**config.mk**
```make
export PLATFORM = sky130hd
export DESIGN_NAME = ps2_rx_fifo_flat
export DESIGN_NICKNAME = d
export VERILOG_FILES = /design/src/rtl/ps2_rx_fifo_if.sv /design/src/rtl/ps2_rx_fifo.sv /design/src/flat_wrapper.sv
export SDC_FILE = /design/constraint.sdc
export NUM_CORES = 1
export LEC_CHECK = 0
export ABC_AREA = 0
export BUFFER_PORTS_ARGS = -buffer_cell sky130_fd_sc_hd__buf_2
export CORE_MARGIN = 4
export CORE_UTILIZATION = 50
export CTS_CLUSTER_SIZE = 8
export DETAILED_ROUTE_END_ITERATION = 10
export GPL_TIMING_DRIVEN = 0
export PLACE_DENSITY = 0.68
export SLEW_MARGIN = 10
export SYNTH_ARGS = -nofsm -noshare
export SYNTH_HDL_FRONTEND = slang
export SYNTH_SLANG_ARGS = --single-unit
```
**constraint.sdc**
```tcl
create_clock -name clk_clk -period 4 [get_ports clk_clk]
set_clock_uncertainty 0.05 [all_clocks]
set_input_delay 0.4 -clock clk_clk [delete_from_list [all_inputs] [get_ports clk_clk]]
set_output_delay 0.4 -clock clk_clk [all_outputs]
set_load 0.05 [all_outputs]
```
**src/rtl/ps2_rx_fifo_if.sv**
```systemverilog
// PS/2 receiver bundle: board PS/2 pins on one side, CPU-facing scan-code pop port on the other.
// master = receiver core, slave = board/register-bridge side.
interface ps2_rx_fifo_if #(
    parameter int unsigned DEPTH = 16
);
    localparam int unsigned LVL_W = $clog2(DEPTH) + 1;

    logic             ps2_clk_in;
    logic             ps2_dat_in;
    logic             ps2_clk_oe;
    logic [7:0]       rd_data;
    logic             rd_valid;
    logic             rd_ready;
    logic [LVL_W-1:0] level;
    logic             frame_err;
    logic             overflow;
    logic             ovf_clr;

    modport master (
        input  ps2_clk_in, ps2_dat_in, rd_ready, ovf_clr,
        output ps2_clk_oe, rd_data, rd_valid, level, frame_err, overflow
    );

    modport slave (
        output ps2_clk_in, ps2_dat_in, rd_ready, ovf_clr,
        input  ps2_clk_oe, rd_data, rd_valid, level, frame_err, overflow
    );
endinterface

```
**src/rtl/ps2_rx_fifo.sv**
```systemverilog
// PS/2 device-to-host receiver: synchroniser, glitch filter, frame FSM with parity/stop/timeout
// checking, and a DEPTH-entry scan-code FIFO with optional clock inhibit while full.
module ps2_rx_fifo #(
    parameter int unsigned CLK_HZ          = 50_000_000,
    parameter int unsigned DEPTH           = 16,
    parameter int unsigned SYNC_STAGES     = 2,
    parameter int unsigned FILT_LEN        = 8,
    parameter int unsigned TIMEOUT_US      = 2000,
    parameter int unsigned INHIBIT_ON_FULL = 1
) (
    input  logic          clk_clk,
    input  logic          reset_reset_n,
    ps2_rx_fifo_if.master bus
);
    localparam int unsigned PTR_W       = $clog2(DEPTH);
    localparam int unsigned LVL_W       = PTR_W + 1;
    localparam int unsigned FCNT_W      = $clog2(FILT_LEN + 1);
    localparam int unsigned TIMEOUT_CYC = CLK_HZ / 1_000_000 * TIMEOUT_US;
    localparam int unsigned TO_W        = $clog2(TIMEOUT_CYC + 1);
    localparam logic [LVL_W-1:0] FULL_LVL = LVL_W'(DEPTH);

    typedef enum logic [1:0] {
        ST_IDLE   = 2'd0,
        ST_DATA   = 2'd1,
        ST_PARITY = 2'd2,
        ST_STOP   = 2'd3
    } state_e;

    // Reset: asynchronous assert, synchronous release
    logic [1:0] rst_sync_q;
    logic       rst_n;

    always_ff @(posedge clk_clk or negedge reset_reset_n) begin
        if (!reset_reset_n) rst_sync_q <= '0;
        else                rst_sync_q <= {rst_sync_q[0], 1'b1};
    end

    assign rst_n = rst_sync_q[1];

    // Input synchronisers, idle-high
    logic [SYNC_STAGES-1:0] clk_sync_q;
    logic [SYNC_STAGES-1:0] dat_sync_q;
    logic [1:0]             samp;

    always_ff @(posedge clk_clk or negedge rst_n) begin
        if (!rst_n) begin
            clk_sync_q <= '1;
            dat_sync_q <= '1;
        end else begin
            clk_sync_q <= {clk_sync_q[SYNC_STAGES-2:0], bus.ps2_clk_in};
            dat_sync_q <= {dat_sync_q[SYNC_STAGES-2:0], bus.ps2_dat_in};
        end
    end

    assign samp = {dat_sync_q[SYNC_STAGES-1], clk_sync_q[SYNC_STAGES-1]};

    // Glitch filter: index 0 = clock, 1 = data; level flips after FILT_LEN differing samples
    logic [1:0]             filt_q, filt_d;
    logic [1:0][FCNT_W-1:0] fcnt_q, fcnt_d;
    logic                   clk_prev_q;

    always_comb begin
        filt_d = filt_q;
        fcnt_d = '0;
        for (int i = 0; i < 2; i++) begin
            if (samp[i] != filt_q[i]) begin
                if (fcnt_q[i] == FCNT_W'(FILT_LEN - 1)) filt_d[i] = samp[i];
                else                                     fcnt_d[i] = fcnt_q[i] + FCNT_W'(1);
            end
        end
    end

    always_ff @(posedge clk_clk or negedge rst_n) begin
        if (!rst_n) begin
            filt_q     <= 2'b11;
            fcnt_q     <= '0;
            clk_prev_q <= 1'b1;
        end else begin
            filt_q     <= filt_d;
            fcnt_q     <= fcnt_d;
            clk_prev_q <= filt_q[0];
        end
    end

    // Frame FSM and timeout
    state_e          state_q, state_d;
    logic [2:0]      bit_cnt_q, bit_cnt_d;
    logic [7:0]      shift_q, shift_d;
    logic            par_q, par_d;
    logic [TO_W-1:0] to_q, to_d;
    logic            frame_err_q, frame_err_d;
    logic            push_q, push_d;
    logic [7:0]      push_data_q, push_data_d;
    logic            oe_q, oe_d;
    logic            fall_c;
    logic            dat_c;
    logic            timeout_c;

    // Falls are masked while the clock is being inhibited
    assign fall_c    = clk_prev_q & ~filt_q[0] & ~oe_q;
    assign dat_c     = filt_q[1];
    assign timeout_c = (state_q != ST_IDLE) && !fall_c && (to_q == TO_W'(TIMEOUT_CYC - 1));

    always_comb begin
        state_d     = state_q;
        bit_cnt_d   = bit_cnt_q;
        shift_d     = shift_q;
        par_d       = par_q;
        to_d        = '0;
        frame_err_d = 1'b0;
        push_d      = 1'b0;
        push_data_d = push_data_q;

        if (state_q != ST_IDLE && !fall_c) to_d = to_q + TO_W'(1);

        case (state_q)
            ST_IDLE: begin
                if (fall_c && !dat_c) begin
                    state_d   = ST_DATA;
                    bit_cnt_d = 3'd0;
                end
            end
            ST_DATA: begin
                if (fall_c) begin
                    shift_d   = {dat_c, shift_q[7:1]};
                    bit_cnt_d = bit_cnt_q + 3'd1;
                    if (bit_cnt_q == 3'd7) state_d = ST_PARITY;
                end
            end
            ST_PARITY: begin
                if (fall_c) begin
                    par_d   = dat_c;
                    state_d = ST_STOP;
                end
            end
            ST_STOP: begin
                if (fall_c) begin
                    if ((^{shift_q, par_q}) && dat_c) begin
                        push_d      = 1'b1;
                        push_data_d = shift_q;
                    end else begin
                        frame_err_d = 1'b1;
                    end
                    state_d = ST_IDLE;
                end
            end
            default: state_d = ST_IDLE;
        endcase

        if (timeout_c) begin
            state_d     = ST_IDLE;
            frame_err_d = 1'b1;
        end
        if (oe_q) state_d = ST_IDLE;
    end

    always_ff @(posedge clk_clk or negedge rst_n) begin
        if (!rst_n) begin
            state_q     <= ST_IDLE;
            bit_cnt_q   <= '0;
            shift_q     <= '0;
            par_q       <= 1'b0;
            to_q        <= '0;
            frame_err_q <= 1'b0;
            push_q      <= 1'b0;
            push_data_q <= '0;
        end else begin
            state_q     <= state_d;
            bit_cnt_q   <= bit_cnt_d;
            shift_q     <= shift_d;
            par_q       <= par_d;
            to_q        <= to_d;
            frame_err_q <= frame_err_d;
            push_q      <= push_d;
            push_data_q <= push_data_d;
        end
    end

    // Scan-code FIFO with registered head
    logic [7:0]       mem_q [DEPTH];
    logic [PTR_W-1:0] wr_ptr_q, wr_ptr_d;
    logic [PTR_W-1:0] rd_ptr_q, rd_ptr_d;
    logic [LVL_W-1:0] count_q, count_d;
    logic             rd_valid_q, rd_valid_d;
    logic [7:0]       rd_data_q, rd_data_d;
    logic             overflow_q, overflow_d;
    logic             pop_c, full_c, wr_en_c, ovf_set_c;

    assign pop_c     = rd_valid_q & bus.rd_ready;
    assign full_c    = (count_q == FULL_LVL);
    assign wr_en_c   = push_q & (~full_c | pop_c);
    assign ovf_set_c = push_q & full_c & ~pop_c;

    always_comb begin
        wr_ptr_d   = wr_en_c ? wr_ptr_q + PTR_W'(1) : wr_ptr_q;
        rd_ptr_d   = pop_c   ? rd_ptr_q + PTR_W'(1) : rd_ptr_q;
        count_d    = count_q;
        case ({wr_en_c, pop_c})
            2'b10:   count_d = count_q + LVL_W'(1);
            2'b01:   count_d = count_q - LVL_W'(1);
            default: count_d = count_q;
        endcase
        rd_valid_d = (count_d != '0);
        rd_data_d  = rd_data_q;
        // A byte written into the slot that becomes the head bypasses the memory
        if (rd_valid_d) begin
            if (wr_en_c && (wr_ptr_q == rd_ptr_d)) rd_data_d = push_data_q;
            else                                   rd_data_d = mem_q[rd_ptr_d];
        end
        overflow_d = ovf_set_c ? 1'b1 : (bus.ovf_clr ? 1'b0 : overflow_q);
        oe_d       = (INHIBIT_ON_FULL != 0) && full_c && (oe_q || state_q == ST_IDLE);
    end

    always_ff @(posedge clk_clk) begin
        if (wr_en_c) mem_q[wr_ptr_q] <= push_data_q;
    end

    always_ff @(posedge clk_clk or negedge rst_n) begin
        if (!rst_n) begin
            wr_ptr_q   <= '0;
            rd_ptr_q   <= '0;
            count_q    <= '0;
            rd_valid_q <= 1'b0;
            rd_data_q  <= '0;
            overflow_q <= 1'b0;
            oe_q       <= 1'b0;
        end else begin
            wr_ptr_q   <= wr_ptr_d;
            rd_ptr_q   <= rd_ptr_d;
            count_q    <= count_d;
            rd_valid_q <= rd_valid_d;
            rd_data_q  <= rd_data_d;
            overflow_q <= overflow_d;
            oe_q       <= oe_d;
        end
    end

    assign bus.ps2_clk_oe = oe_q;
    assign bus.rd_data    = rd_data_q;
    assign bus.rd_valid   = rd_valid_q;
    assign bus.level      = count_q;
    assign bus.frame_err  = frame_err_q;
    assign bus.overflow   = overflow_q;
endmodule

```
**src/flat_wrapper.sv**
```systemverilog
// flat-port wrapper written by rule: the top's interface ports become plain ports
module ps2_rx_fifo_flat 
#(
    parameter int unsigned CLK_HZ          = 50_000_000,
    parameter int unsigned DEPTH           = 16,
    parameter int unsigned SYNC_STAGES     = 2,
    parameter int unsigned FILT_LEN        = 8,
    parameter int unsigned TIMEOUT_US      = 2000,
    parameter int unsigned INHIBIT_ON_FULL = 1
)
  (clk_clk, reset_reset_n, bus_ps2_clk_in, bus_ps2_dat_in, bus_rd_ready, bus_ovf_clr, bus_ps2_clk_oe, bus_rd_data, bus_rd_valid, bus_level, bus_frame_err, bus_overflow);
  ps2_rx_fifo_if #(.DEPTH(DEPTH)) bus_i ();
  input  logic clk_clk;
  input  logic reset_reset_n;
  input wire logic [$bits(bus_i.ps2_clk_in)-1:0] bus_ps2_clk_in;
  input wire logic [$bits(bus_i.ps2_dat_in)-1:0] bus_ps2_dat_in;
  input wire logic [$bits(bus_i.rd_ready)-1:0] bus_rd_ready;
  input wire logic [$bits(bus_i.ovf_clr)-1:0] bus_ovf_clr;
  output wire logic [$bits(bus_i.ps2_clk_oe)-1:0] bus_ps2_clk_oe;
  output wire logic [$bits(bus_i.rd_data)-1:0] bus_rd_data;
  output wire logic [$bits(bus_i.rd_valid)-1:0] bus_rd_valid;
  output wire logic [$bits(bus_i.level)-1:0] bus_level;
  output wire logic [$bits(bus_i.frame_err)-1:0] bus_frame_err;
  output wire logic [$bits(bus_i.overflow)-1:0] bus_overflow;
  assign bus_i.ps2_clk_in = bus_ps2_clk_in;
  assign bus_i.ps2_dat_in = bus_ps2_dat_in;
  assign bus_i.rd_ready = bus_rd_ready;
  assign bus_i.ovf_clr = bus_ovf_clr;
  assign bus_ps2_clk_oe = bus_i.ps2_clk_oe;
  assign bus_rd_data = bus_i.rd_data;
  assign bus_rd_valid = bus_i.rd_valid;
  assign bus_level = bus_i.level;
  assign bus_frame_err = bus_i.frame_err;
  assign bus_overflow = bus_i.overflow;
  ps2_rx_fifo #(.CLK_HZ(CLK_HZ), .DEPTH(DEPTH), .SYNC_STAGES(SYNC_STAGES), .FILT_LEN(FILT_LEN), .TIMEOUT_US(TIMEOUT_US), .INHIBIT_ON_FULL(INHIBIT_ON_FULL)) u_core (.clk_clk(clk_clk), .reset_reset_n(reset_reset_n), .bus(bus_i));
endmodule
```
Word level (Yosys, flattened, before mapping)

Memory sizes are Yosys's and may differ from the RTL's. A register that Yosys moved wholly into a read port is not among the register bits.
Cells that the tools add are included.

Memories kept: 1
Bits in registers: 74
Bits of input ports: 6
Output and inout bits: 17
Bits in writable memories: 128

Bitwise operators: 11
Reductions and logical operators: 22
Muxes and demuxes: 29
Add/subtract/negate cells: 8
Equality and inequality tests: 19

Memories:

| name         | depth | bits a word | rd ports | clocked after memory_dff | write ports | line               | text |
|---|---|---|---|---|---|---|---|
| u_core.mem_q | 16    | 8           | 1        | 1                        | 1           | ps2_rx_fifo.sv:180 | `logic [7:0] mem_q [DEPTH];` |

Operator list:

| kind                  | count |
|---|---|
| $mux 4                | 5 |
| $ne 4x1->1 const B    | 5 |
| $add 17x1->17 const B | 1 |
| $eq 17x17->1 const B  | 1 |
| $mux 17               | 1 |
| $add 4x1->4 const B   | 4 |
| $mux 2                | 7 |
| $mux 1                | 11 |
| $pmux 5 s2            | 1 |
| $reduce_xor 9->1      | 1 |
| $eq 4x3->1 const B    | 2 |
| $pmux 2 s4            | 1 |
| $reduce_and 2->1      | 4 |
| $and 1x1->1           | 6 |
| $eq 2x2->1 const B    | 3 |
| $mux 3                | 2 |
| $pmux 3 s2            | 1 |
| $reduce_and 3->1      | 2 |
| $reduce_bool 2->1     | 3 |
| $add 5x1->5 const B   | 1 |
| $eq 5x5->1 const B    | 1 |
| $logic_and 1x1->1     | 5 |
| $reduce_and 5->1      | 1 |
| $reduce_bool 5->1     | 1 |
| other kinds (11)      | 19 |

Logic depth before layout (Yosys ltp)

Gate-level depths: netlist of run 1.

Depth after elaboration: 8
Mapped depth: 11
Depth with buffers taken out: 9

Worst setup path after synthesis of run 1

No wires, ideal clock.

Path kind: register -> register
From: register u_core.rd_valid_q (netlist: u_core.bus.rd_valid)
To: memory u_core.mem_q[3][0], enable pin
Required time: 3.567 ns
Arrival time: 2.424 ns
Buffers on the path: 3
Stages on the path, launching flop included: 8
Period minus slack after synthesis: 2.858 ns
Library setup time: 0.383 ns
Setup slack: 1.142 ns
Path through: dfrtp_1 -> and2_1 -> buf_4 -> buf_6 -> buf_2 -> o21a_1 -> nand2_1 -> nor3_1

Cells in the longest elaborated chain, start to end: 5

RTL lines:

| what                         | line               | text |
|---|---|---|
| start: declaration           | ps2_rx_fifo.sv:184 | `logic rd_valid_q, rd_valid_d;` |
| start signal: assignment     | ps2_rx_fifo.sv:231 | `rd_valid_q <= rd_valid_d;` |
| $and 1x1->1                  | ps2_rx_fifo.sv:189 | `assign pop_c = rd_valid_q & bus.rd_ready;` |
| $or 1x1->1                   | ps2_rx_fifo.sv:191 | `assign wr_en_c = push_q & (~full_c \| pop_c);` |
| $and 1x1->1                  | ps2_rx_fifo.sv:191 |  |
| $mux 1                       | ps2_rx_fifo.sv:215 | `if (wr_en_c) mem_q[wr_ptr_q] <= push_data_q;` |
| $mux 1 (not written as such) | ps2_rx_fifo.sv:215 |  |
| end: declaration             | ps2_rx_fifo.sv:180 |  |

No other way between the ends.

Worst setup path in the final report of run 1

From: register u_core.rd_valid_q (netlist: u_core.bus.rd_valid)
To: memory u_core.mem_q[15][1], enable pin

The elaborated chain is that of the path after synthesis.

==> flow_summary.json, run 1 <==
{
  "cts_root_buf": "clkbuf_16",
  "dr_total_vias": 6619,
  "ys_seq_area_frac": 0.5712,
  "synth_area_sq_um": 10340,
  "die_height_microns": 151.8,
  "start_util": 0.5092,
  "synth.area.top_cells": "edfxtp_1 (37%), dfrtp_1 (18%), mux2i_1 (15%), mux4_2 (3.1%), ha_1 (1.9%)",
  "cts.sinks": 210,
  "core_area_sq_um": 20300,
  "cts_buffer_depth": 3,
  "nNetsFinal": 861,
  "postSynthCellCount": 781,
  "seq_power_share": 0.336,
  "ios": 23,
  "post-route-period-util": 0.8105,
  "max_cap_viol_count": 0,
  "startpoint_type": "flip-flop",
  "ys.flop_type": "edfxtp_1",
  "ant_nets": 0,
  "maxSlewViolCount": 0,
  "p_int_mw": 5.033,
  "yosys_warnings": 0,
  "dp_hpwl_microns": 16220,
  "synthesis.nets": 803,
  "globalRouteTotalUtil": 0.2129,
  "yosysTopAreaCell": "edfxtp_1",
  "cts_tree": "built",
  "p_sw_mw": 2.855,
  "ir_drop_uv": 409.2,
  "tns_ps": 0,
  "post_cts_resized": 0,
  "cts_buffers": 30,
  "max_slew.worst_pin.slew_ps": 999.0,
  "p_comb_frac": 0.371,
  "p_leak_nw": 4.481,
  "viasPerCell": 5.842,
  "period_minus_slack_ps": 3242,
  "grt_pass1_vias": 6695,
  "setup_viol_count_final": 0,
  "synthTopCellsByCount": "mux2i_1 (150), edfxtp_1 (128), dfrtp_1 (75), nand2_1 (53), nor2_1 (41)",
  "grt_remaining_overflow": 0,
  "crit_fanout": 10,
  "swShare": 0.3619,
  "post_cts_buffers": 0,
  "drcViolationCount": 0,
  "yosysMostFrequentCell": "mux2i_1",
  "critPathKind": "flip-flop to flip-flop",
  "cp_data_required_time_ps": 4100,
  "clock_latency_ps": 530,
  "synthArstFlopShare": 0.3905,
  "cts-hold-fix-buffers": 3,
  "ys_ff_latch": 210,
  "synth_top_area_share": 0.3719,
  "max_freq_ghz": 0.3085,
  "fp-row-count": 52,
  "drt_iter0_drc": 391,
  "power_frac_clock": 0.292,
  "first_pass_iters": 4,
  "critPathArrivalTime_ps": 3340,
  "fin_area_sq_um": 11740,
  "endpoint_kind": "flip-flop",
  "worstHoldPathType": "primary input to flip-flop",
  "die-width_microns": 151.8,
  "status": "complete, no violations",
  "power_density_nw_per_um2": 672.0,
  "gp_congestion": 0.8913,
  "layout-drive-gt1-share": 0.1645,
  "routed_wl_microns": 24260,
  "diodes": 0,
  "ys_types": 62,
  "place_area_sq_um": 10840,
  "wl_per_cell_microns": 21.41,
  "antenna_found_initial": 0,
  "synth_edf_count": 128,
  "max_slew_margin": 0.3315,
  "grt_pass1_wl_microns": 37300,
  "rsz0062_at_grt": "no",
  "hold_violations": 0,
  "area_growth_syn_to_layout_pct": 13.56,
  "htree_levels": 1,
  "dieArea_sq_um": 23040,
  "portBuffers": 22,
  "clk_pin_slew_ps": 50,
  "grt_max_degree": 67,
  "avgSynthCellArea_sq_um": 13.23
}
==> layout by cell type, fill, tap and decap left out, drive strengths merged, types with 4 or more instances in the layout <==
cell	instances
a21oi	24
nor4	7
nand2b	6
a211oi	17
and2	4
o22ai	17
nor2b	9
buf	53
mux2i	154
and3	7
nand2	54
xnor2	19
o21ai	23
clkbuf	58
ha	16
nand3	28
or3	9
mux2	17
inv	14
nor2	42
mux4	14
edfxtp	128
dfrtp	75
nor3	13
dfstp	7
xor2	13
==> path summary, 6_finish.rpt <==
kind / startpoint / endpoint / slack [ps] / depth (start not counted)
worst max register to register: u_core.bus.rd_valid / u_core.mem_q[15][1] / 760 / 7
max in group asynchronous: u_core.rst_sync_q[1] / u_core.dat_sync_q[0] / 3140 / 1
worst max-delay path: u_core.bus.rd_valid / u_core.mem_q[15][1] / 760 / 7
worst min-delay path: bus_ovf_clr / u_core.bus.overflow / 20 / 2
min in group asynchronous: reset_reset_n / u_core.rst_sync_q[1] / 130 / 2
worst min register to register: u_core.rst_sync_q[1] / u_core.bus.rd_data[3] / 140 / 0
==> logic make-up after synthesis <==
| logic type | Yosys count | synth area share |
|---|---|---|
| AOI/OAI and AO/OA | 98 | 0.06150 |
| muxes | 185 | 0.1996 |
| buffers and inverters | 46 | 0.02203 |
| xor gates and xnor gates | 35 | 0.03450 |
| DFF | 210 | 0.5712 |
| adders and majority gates | 16 | 0.01937 |
| and+or+nand+nor | 190 | 0.09139 |
| other | 1 | 0.0003628 |
==> cell type report <==
| type | instances | area, sq um |
|---|---|---|
| clock inverters | 1 | 6.256 |
| inverters | 13 | 48.80 |
| repair buffers | 26 | 167.7 |
| plain buffers | 33 | 178.9 |
| flip-flops and latches | 210 | 5908 |
| fillers | 1627 | 8562 |
| well taps | 270 | 337.8 |
| multi-input cells | 525 | 4224 |
| clock buffers | 55 | 865.8 |
==> state kept, by name (all words and copies together), names as in the netlist <==
signal                 count
u_core.filt_q              2
u_core.bus.frame_err       1
u_core.clk_sync_q          2
u_core.rst_sync_q          2
u_core.push_data_q         8
u_core.bus.ps2_clk_oe      1
u_core.shift_q             8
u_core.wr_ptr_q            4
u_core.bus.level           5
u_core.bus.rd_valid        1
u_core.push_q              1
u_core.fcnt_q              8
u_core.par_q               1
u_core.dat_sync_q          2
u_core.rd_ptr_q            4
u_core.to_q               17
u_core.state_q             2
u_core.bus.rd_data         8
u_core.clk_prev_q          1
u_core.mem_q             128
u_core.bus.overflow        1
u_core.bit_cnt_q           3
==> power groups by stage <==
stage	logic, mW	registers, mW	clock network (mW)
after floorplan	2.00	2.86	0
after global placement	2.84	2.68	0
after CTS	2.93	2.65	2.35
after global routing	3.10	2.68	2.45
final	2.93	2.65	2.30
after detailed placement	2.92	2.69	0
==> worst max-delay path, cell delays in order (launching register included) <==
cell     delay, ps
dfrtp_1        580
and2_1         180
buf_4          190
buf_6          190
buf_2          290
o21a_1         320
nand2_1        230
nor2_1         810
==> routing by layer <==
layer | up-vias | GRT usage | share of wire
met5 | - | 0 | 0
met4 | 0 | 0.04897 | 0.021
met3 | 40 | 0.03183 | 0.045
met2 | 164 | 0.3662 | 0.50
met1 | 3343 | 0.2877 | 0.43
li1 | 3072 | - | -
==> through the flow <==
step	worst slack (ps)	util	hold slack [ps]	power (mW)	instances
final	758.1	0.5782	24.55	7.888	1133
after global routing	605.2	0.5782	22.48	8.231	1133
after CTS	766.4	0.5782	6.387	7.933	1133
after detailed placement	772.4	0.5338	137.2	5.610	1074
after global placement	448.0	0.5313	135.7	5.520	1073
after floorplan	1142	-	54.41	4.858	781
Note: power is estimated with default switching activity, not from simulation.
==> run 2, diff against run 1 <==
--- a/config.mk
+++ b/config.mk
@@ -12,7 +12,7 @@
 export CTS_CLUSTER_SIZE = 8
 export DETAILED_ROUTE_END_ITERATION = 10
 export GPL_TIMING_DRIVEN = 0
-export PLACE_DENSITY = 0.68
+export PLACE_DENSITY = 0.7
 export SLEW_MARGIN = 10
 export SYNTH_ARGS = -nofsm -noshare
 export SYNTH_HDL_FRONTEND = slang
==> constraint.sdc (replaced) <==
create_clock -name clk_clk -period 2.76 [get_ports clk_clk]
set_clock_uncertainty 0.05 [all_clocks]
set_input_delay 0.276 -clock clk_clk [delete_from_list [all_inputs] [get_ports clk_clk]]
set_output_delay 0.276 -clock clk_clk [all_outputs]
set_load 0.05 [all_outputs]
==> run 2 against run 1 <==
Effect of this change:
- sequential share of layout area decreased by 1.2 points
- final area increased by 2.4%
- routed wire length increased by 1.9%
- sequential cell count unchanged
- global-route usage increased by 0.35 points
- first-iteration DRC count increased by 2.6%
- worst setup slack got worse by 690 ps
- sequential power increased by 45%
- register-to-register slack got worse by 690 ps
- largest power group unchanged
==> flow_summary.json, run 2 (same netlist as run 1, synthesis figures left out) <==
{
  "gp_congestion": 0.8916,
  "grt_pass1_vias": 7105,
  "maxSlewViolCount": 0,
  "cts_buffer_depth": 3,
  "wl_per_cell_microns": 21.62,
  "clock_latency_ps": 540,
  "period_minus_slack_ps": 2689,
  "cp_data_required_time_ps": 3120,
  "power_density_nw_per_um2": 954.5,
  "drt_iter0_drc": 401,
  "drcViolationCount": 0,
  "crit_fanout": 8,
  "layout-drive-gt1-share": 0.1993,
  "rsz0062_at_grt": "yes",
  "place_area_sq_um": 10840,
  "cts_tree": "built",
  "die_height_microns": 151.8,
  "cts_buffers": 30,
  "ios": 23,
  "reg.largest.list": "u_core.mem_q (128), u_core.to_q (17)",
  "dieArea_sq_um": 23040,
  "fin_area_sq_um": 12020,
  "max_slew_margin": 0.4252,
  "htree_levels": 1,
  "startpoint_type": "flip-flop",
  "start_util": 0.5092,
  "fin_hold_ws_ps": 129.6,
  "first_pass_iters": 5,
  "fp-row-count": 52,
  "core_area_sq_um": 20300,
  "status": "complete, no violations",
  "max_cap_viol_count": 0,
  "worstHoldPathType": "flip-flop to asynchronous set/reset pin",
  "hold_violations": 0,
  "cts.sinks": 210,
  "regMostFlops": "u_core.mem_q",
  "area_growth_syn_to_layout_pct": 16.25,
  "critPathKind": "flip-flop to flip-flop",
  "max_slew.worst_pin.slew_ps": 862.2,
  "dp_hpwl_microns": 16320,
  "largest_reg_flops": 128,
  "grt_remaining_overflow": 0,
  "critPathArrivalTime_ps": 3050,
  "portBuffers": 22,
  "setup_viol_count_final": 0,
  "tns_ps": 0,
  "globalRouteTotalUtil": 0.2164,
  "clk_pin_slew_ps": 50,
  "max_freq_ghz": 0.3719,
  "grt_max_degree": 68,
  "cts_root_buf": "clkbuf_16",
  "nNetsFinal": 871,
  "viasPerCell": 5.941,
  "die-width_microns": 151.8,
  "ir_drop_uv": 621.3,
  "ant_nets": 0,
  "p_leak_nw": 4.529,
  "final_common_cell": "mux2i_1",
  "post-route-period-util": 0.9743,
  "mostFrequentLayoutCells": "mux2i_1 (149), edfxtp_1 (128), dfrtp_1 (73)",
  "dr_total_vias": 6791,
  "routed_wl_microns": 24710,
  "grt_pass1_wl_microns": 37970,
  "antenna_found_initial": 0,
  "endpoint_kind": "flip-flop",
  "diodes": 0
}
[run 2: cell count changes in the layout (fill, tap and decap cells not counted), sizes merged]
cell	before	now
buf	53	60
clkinv	0	2
dlygate4sd3	3	5
inv	14	13
[run 2: critical path: stages, from the launching register on]
cell and delay, ps:
dfrtp_1 470, or3_4 450, o31ai_1 470, nor2b_1 130
and3_1 200, buf_1 250, a211oi_1 420, o21ai_1 110
[run 2: final timing paths]
kind                                               to  slack [ps]                  from  cells after the start
worst max register to register  u_core.bus.rd_data[4]          70   u_core.bus.level[1]                      7
worst min-delay path              u_core.bus.level[3]         130  u_core.rst_sync_q[1]                      0
worst min register to register    u_core.bus.level[3]         130  u_core.rst_sync_q[1]                      0
max in group asynchronous            u_core.filt_q[1]        1910  u_core.rst_sync_q[1]                      1
worst max-delay path            u_core.bus.rd_data[4]          70   u_core.bus.level[1]                      7
min in group clk_clk             u_core.dat_sync_q[1]         310  u_core.dat_sync_q[0]                      0
[run 2: stage by stage]
stage               worst slack, ps  instances    util  power, mW
detailed placement           -439.1       1074  0.5338      8.095
finish                        70.93       1143  0.5919      11.47
floorplan                    -63.29        781       -      7.041
global placement             -705.8       1073  0.5317      7.953
global route                 -10.94       1143  0.5919      11.94
CTS                           10.60       1144  0.5900      11.44
[run 2: power by group]
| part | switching (mW) | internal, mW | total (mW) |
|---|---|---|---|
| Clock | 1.31 | 2.03 | 3.34 |
| Combinational | 2.61 | 1.67 | 4.28 |
| Sequential | 0.264 | 3.58 | 3.85 |
[run 2: cell type report]
cell class | instances | area (sq um)
Inverter | 13 | 48.80
Buffer | 31 | 177.7
Clock buffer | 54 | 840.8
Timing Repair Buffer | 38 | 287.8
Sequential cell | 210 | 5909
Multi-Input combinational cell | 525 | 4388
Fill cell | 1579 | 8284
Clock inverter | 2 | 25.02
Tap cell | 270 | 337.8
[run 2: what timing repair did]
item	CTS	global route
hold buffers	5	0
gates cloned	0	0
buffers inserted	10	0
resized for setup	34	11
pin swaps	9	0
hold endpoints to repair	5	0
setup endpoints to repair	135	109
[run 2: metal layers]
| metal | vias up | global-route usage | part of all wire |
|---|---|---|---|
| met3 | 69 | 0.02885 | 0.053 |
| met4 | 0 | 0.08625 | 0.040 |
| met1 | 3439 | 0.2759 | 0.41 |
| li1 | 3076 | - | - |
| met2 | 207 | 0.3753 | 0.50 |
| met5 | - | 0 | 0 |
==> run 3, diff against run 2 <==
--- a/config.mk
+++ b/config.mk
@@ -7,7 +7,7 @@
 export LEC_CHECK = 0
 export ABC_AREA = 0
 export BUFFER_PORTS_ARGS = -buffer_cell sky130_fd_sc_hd__buf_2
-export CORE_MARGIN = 4
+export CORE_MARGIN = 2
 export CORE_UTILIZATION = 50
 export CTS_CLUSTER_SIZE = 8
 export DETAILED_ROUTE_END_ITERATION = 10
==> run 3 against run 2 <==
Effect of this change:
- non-clock buffer count increased by 2
- via count increased by 0.25%
- critical path depth increased by 3
- worst setup slack improved by 13 ps
- core utilization increased by 0.53 points
- sequential cell count unchanged
- combinational power increased by 0.9%
- global-route usage increased by 2.0 points
- worst hold slack got worse by 95 ps
- first-iteration DRC count increased by 20%
- sequential share of layout area decreased by 0.28 points
==> flow_summary.json, run 3 (same netlist as run 1, synthesis figures left out) <==
{
  "status": "complete, no violations",
  "cts_buffers": 30,
  "dp_slack_ps": -762.9,
  "cts_root_buf": "clkbuf_16",
  "globalRouteTotalUtil": 0.2361,
  "fin_util": 0.5972,
  "cts.sinks": 210,
  "htree_levels": 1,
  "dieArea_sq_um": 21840,
  "p_leak_nw": 4.550,
  "wl_per_cell_microns": 22.25,
  "period_minus_slack_ps": 2676,
  "fp-row-count": 52,
  "ant_nets": 0,
  "final_common_cell": "mux2i_1",
  "grt_remaining_overflow": 0,
  "nNetsFinal": 873,
  "ir_drop_uv": 779.9,
  "critPathArrivalTime_ps": 3020,
  "grt_max_degree": 65,
  "endpoint_kind": "flip-flop",
  "cts_tree": "built",
  "hold_violations": 0,
  "die_height_microns": 147.8,
  "diodes": 0,
  "die-width_microns": 147.8,
  "clk_pin_slew_ps": 60,
  "max_cap_viol_count": 0,
  "regMostFlops": "u_core.mem_q",
  "layout-drive-gt1-share": 0.2011,
  "maxSlewViolCount": 0,
  "drcViolationCount": 0,
  "dr_total_vias": 6808,
  "setup_viol_count_final": 0,
  "cp_data_required_time_ps": 3110,
  "start_util": 0.5108,
  "antenna_found_initial": 0,
  "gp_congestion": 0.8528,
  "power_density_nw_per_um2": 955.2,
  "clock_latency_ps": 540,
  "crit_buf_inv": 3,
  "portBuffers": 22,
  "grt_pass1_vias": 7130,
  "cp_slowest_cell": "dfrtp_1",
  "area_growth_syn_to_layout_pct": 16.91,
  "grt_pass1_wl_microns": 39500,
  "place_area_sq_um": 10830,
  "core_area_sq_um": 20230,
  "critical-path-top-delay-family": "compound AO/OA/AOI/OAI gates",
  "worstHoldPathType": "primary input to asynchronous set/reset pin",
  "first_pass_iters": 5,
  "cpPeakStageDelay_ps": 400,
  "max_slew.worst_pin.slew_ps": 886.1,
  "fin_area_sq_um": 12080,
  "setup_ws_ps": 83.88,
  "crit_top_cell": "buf_4",
  "drt_iter0_drc": 482,
  "crit_fanout": 10,
  "critPathKind": "flip-flop to flip-flop",
  "fin_hold_ws_ps": 34.25,
  "max_slew_margin": 0.4093,
  "post-route-period-util": 0.9696,
  "max_freq_ghz": 0.3737,
  "startpoint_type": "flip-flop",
  "reg.largest.list": "u_core.mem_q (128), u_core.to_q (17)",
  "mostFrequentLayoutCells": "mux2i_1 (149), edfxtp_1 (128), dfrtp_1 (73)",
  "path_cells": "ha_1, buf_2, buf_4, buf_4, mux2i_1, nand2_1, a21oi_1, nor4_1, a211oi_1, o21ai_1",
  "largest_reg_flops": 128,
  "rsz0062_at_grt": "no",
  "cts_buffer_depth": 3,
  "ios": 23,
  "dp_hpwl_microns": 16720,
  "routed_wl_microns": 25470,
  "viasPerCell": 5.946
}
run 3: where the power goes:
part	internal [mW]	switching, mW	total [mW]
clock network	2.08	1.29	3.37
registers	3.58	0.266	3.85
logic	1.69	2.64	4.32
total	7.35	4.20	11.5
run 3: metrics by stage:
stage / TNS (ps) / total power, mW / std cells
after detailed placement: -50620 / 8.096 / 1074
final: 0 / 11.54 / 1145
after global placement: -80100 / 7.981 / 1073
after global routing: 0 / 12.02 / 1145
after floorplan: -1013 / 7.041 / 781
after CTS: 0 / 11.49 / 1146
run 3: path summary, 6_finish.rpt:
kind	slack, ps	depth (start not counted)	end	from
min in group clk_clk	300	0	u_core.clk_sync_q[1]	u_core.clk_sync_q[0]
max	80	10	u_core.bus.rd_data[3]	u_core.rd_ptr_q[0]
min	30	2	u_core.rst_sync_q[0]	reset_reset_n
max in group asynchronous	1880	1	u_core.dat_sync_q[0]	u_core.rst_sync_q[1]
max reg2reg	80	10	u_core.bus.rd_data[3]	u_core.rd_ptr_q[0]
min reg2reg	150	0	u_core.bus.level[3]	u_core.rst_sync_q[1]
run 3: timing repair:
item,in CTS,in global routing
endpoints found under the hold margin,5,0
hold buffers,4,0
gates resized for setup,33,15
endpoints found under the setup margin,135,121
setup buffers,13,0
cloned,0,0
pin swaps,11,0
run 3: layout make-up:
class                           instances  area (sq um)
Sequential cell                       210          5909
Multi-Input combinational cell        525          4393
Inverter                               13         48.80
Clock buffer                           55         865.8
Buffer                                 31         182.7
Tap cell                              270         337.8
Fill cell                            1537          8150
Clock inverter                          1         8.758
Timing Repair Buffer                   40         337.8
run 3: layer usage:
| layer | GRT usage | vias to the layer above | share of wire |
|---|---|---|---|
| met5 | 0 | - | 0 |
| met4 | 0.07885 | 0 | 0.036 |
| met3 | 0.03735 | 80 | 0.059 |
| met2 | 0.4109 | 246 | 0.50 |
| met1 | 0.3031 | 3401 | 0.40 |
| li1 | - | 3081 | - |
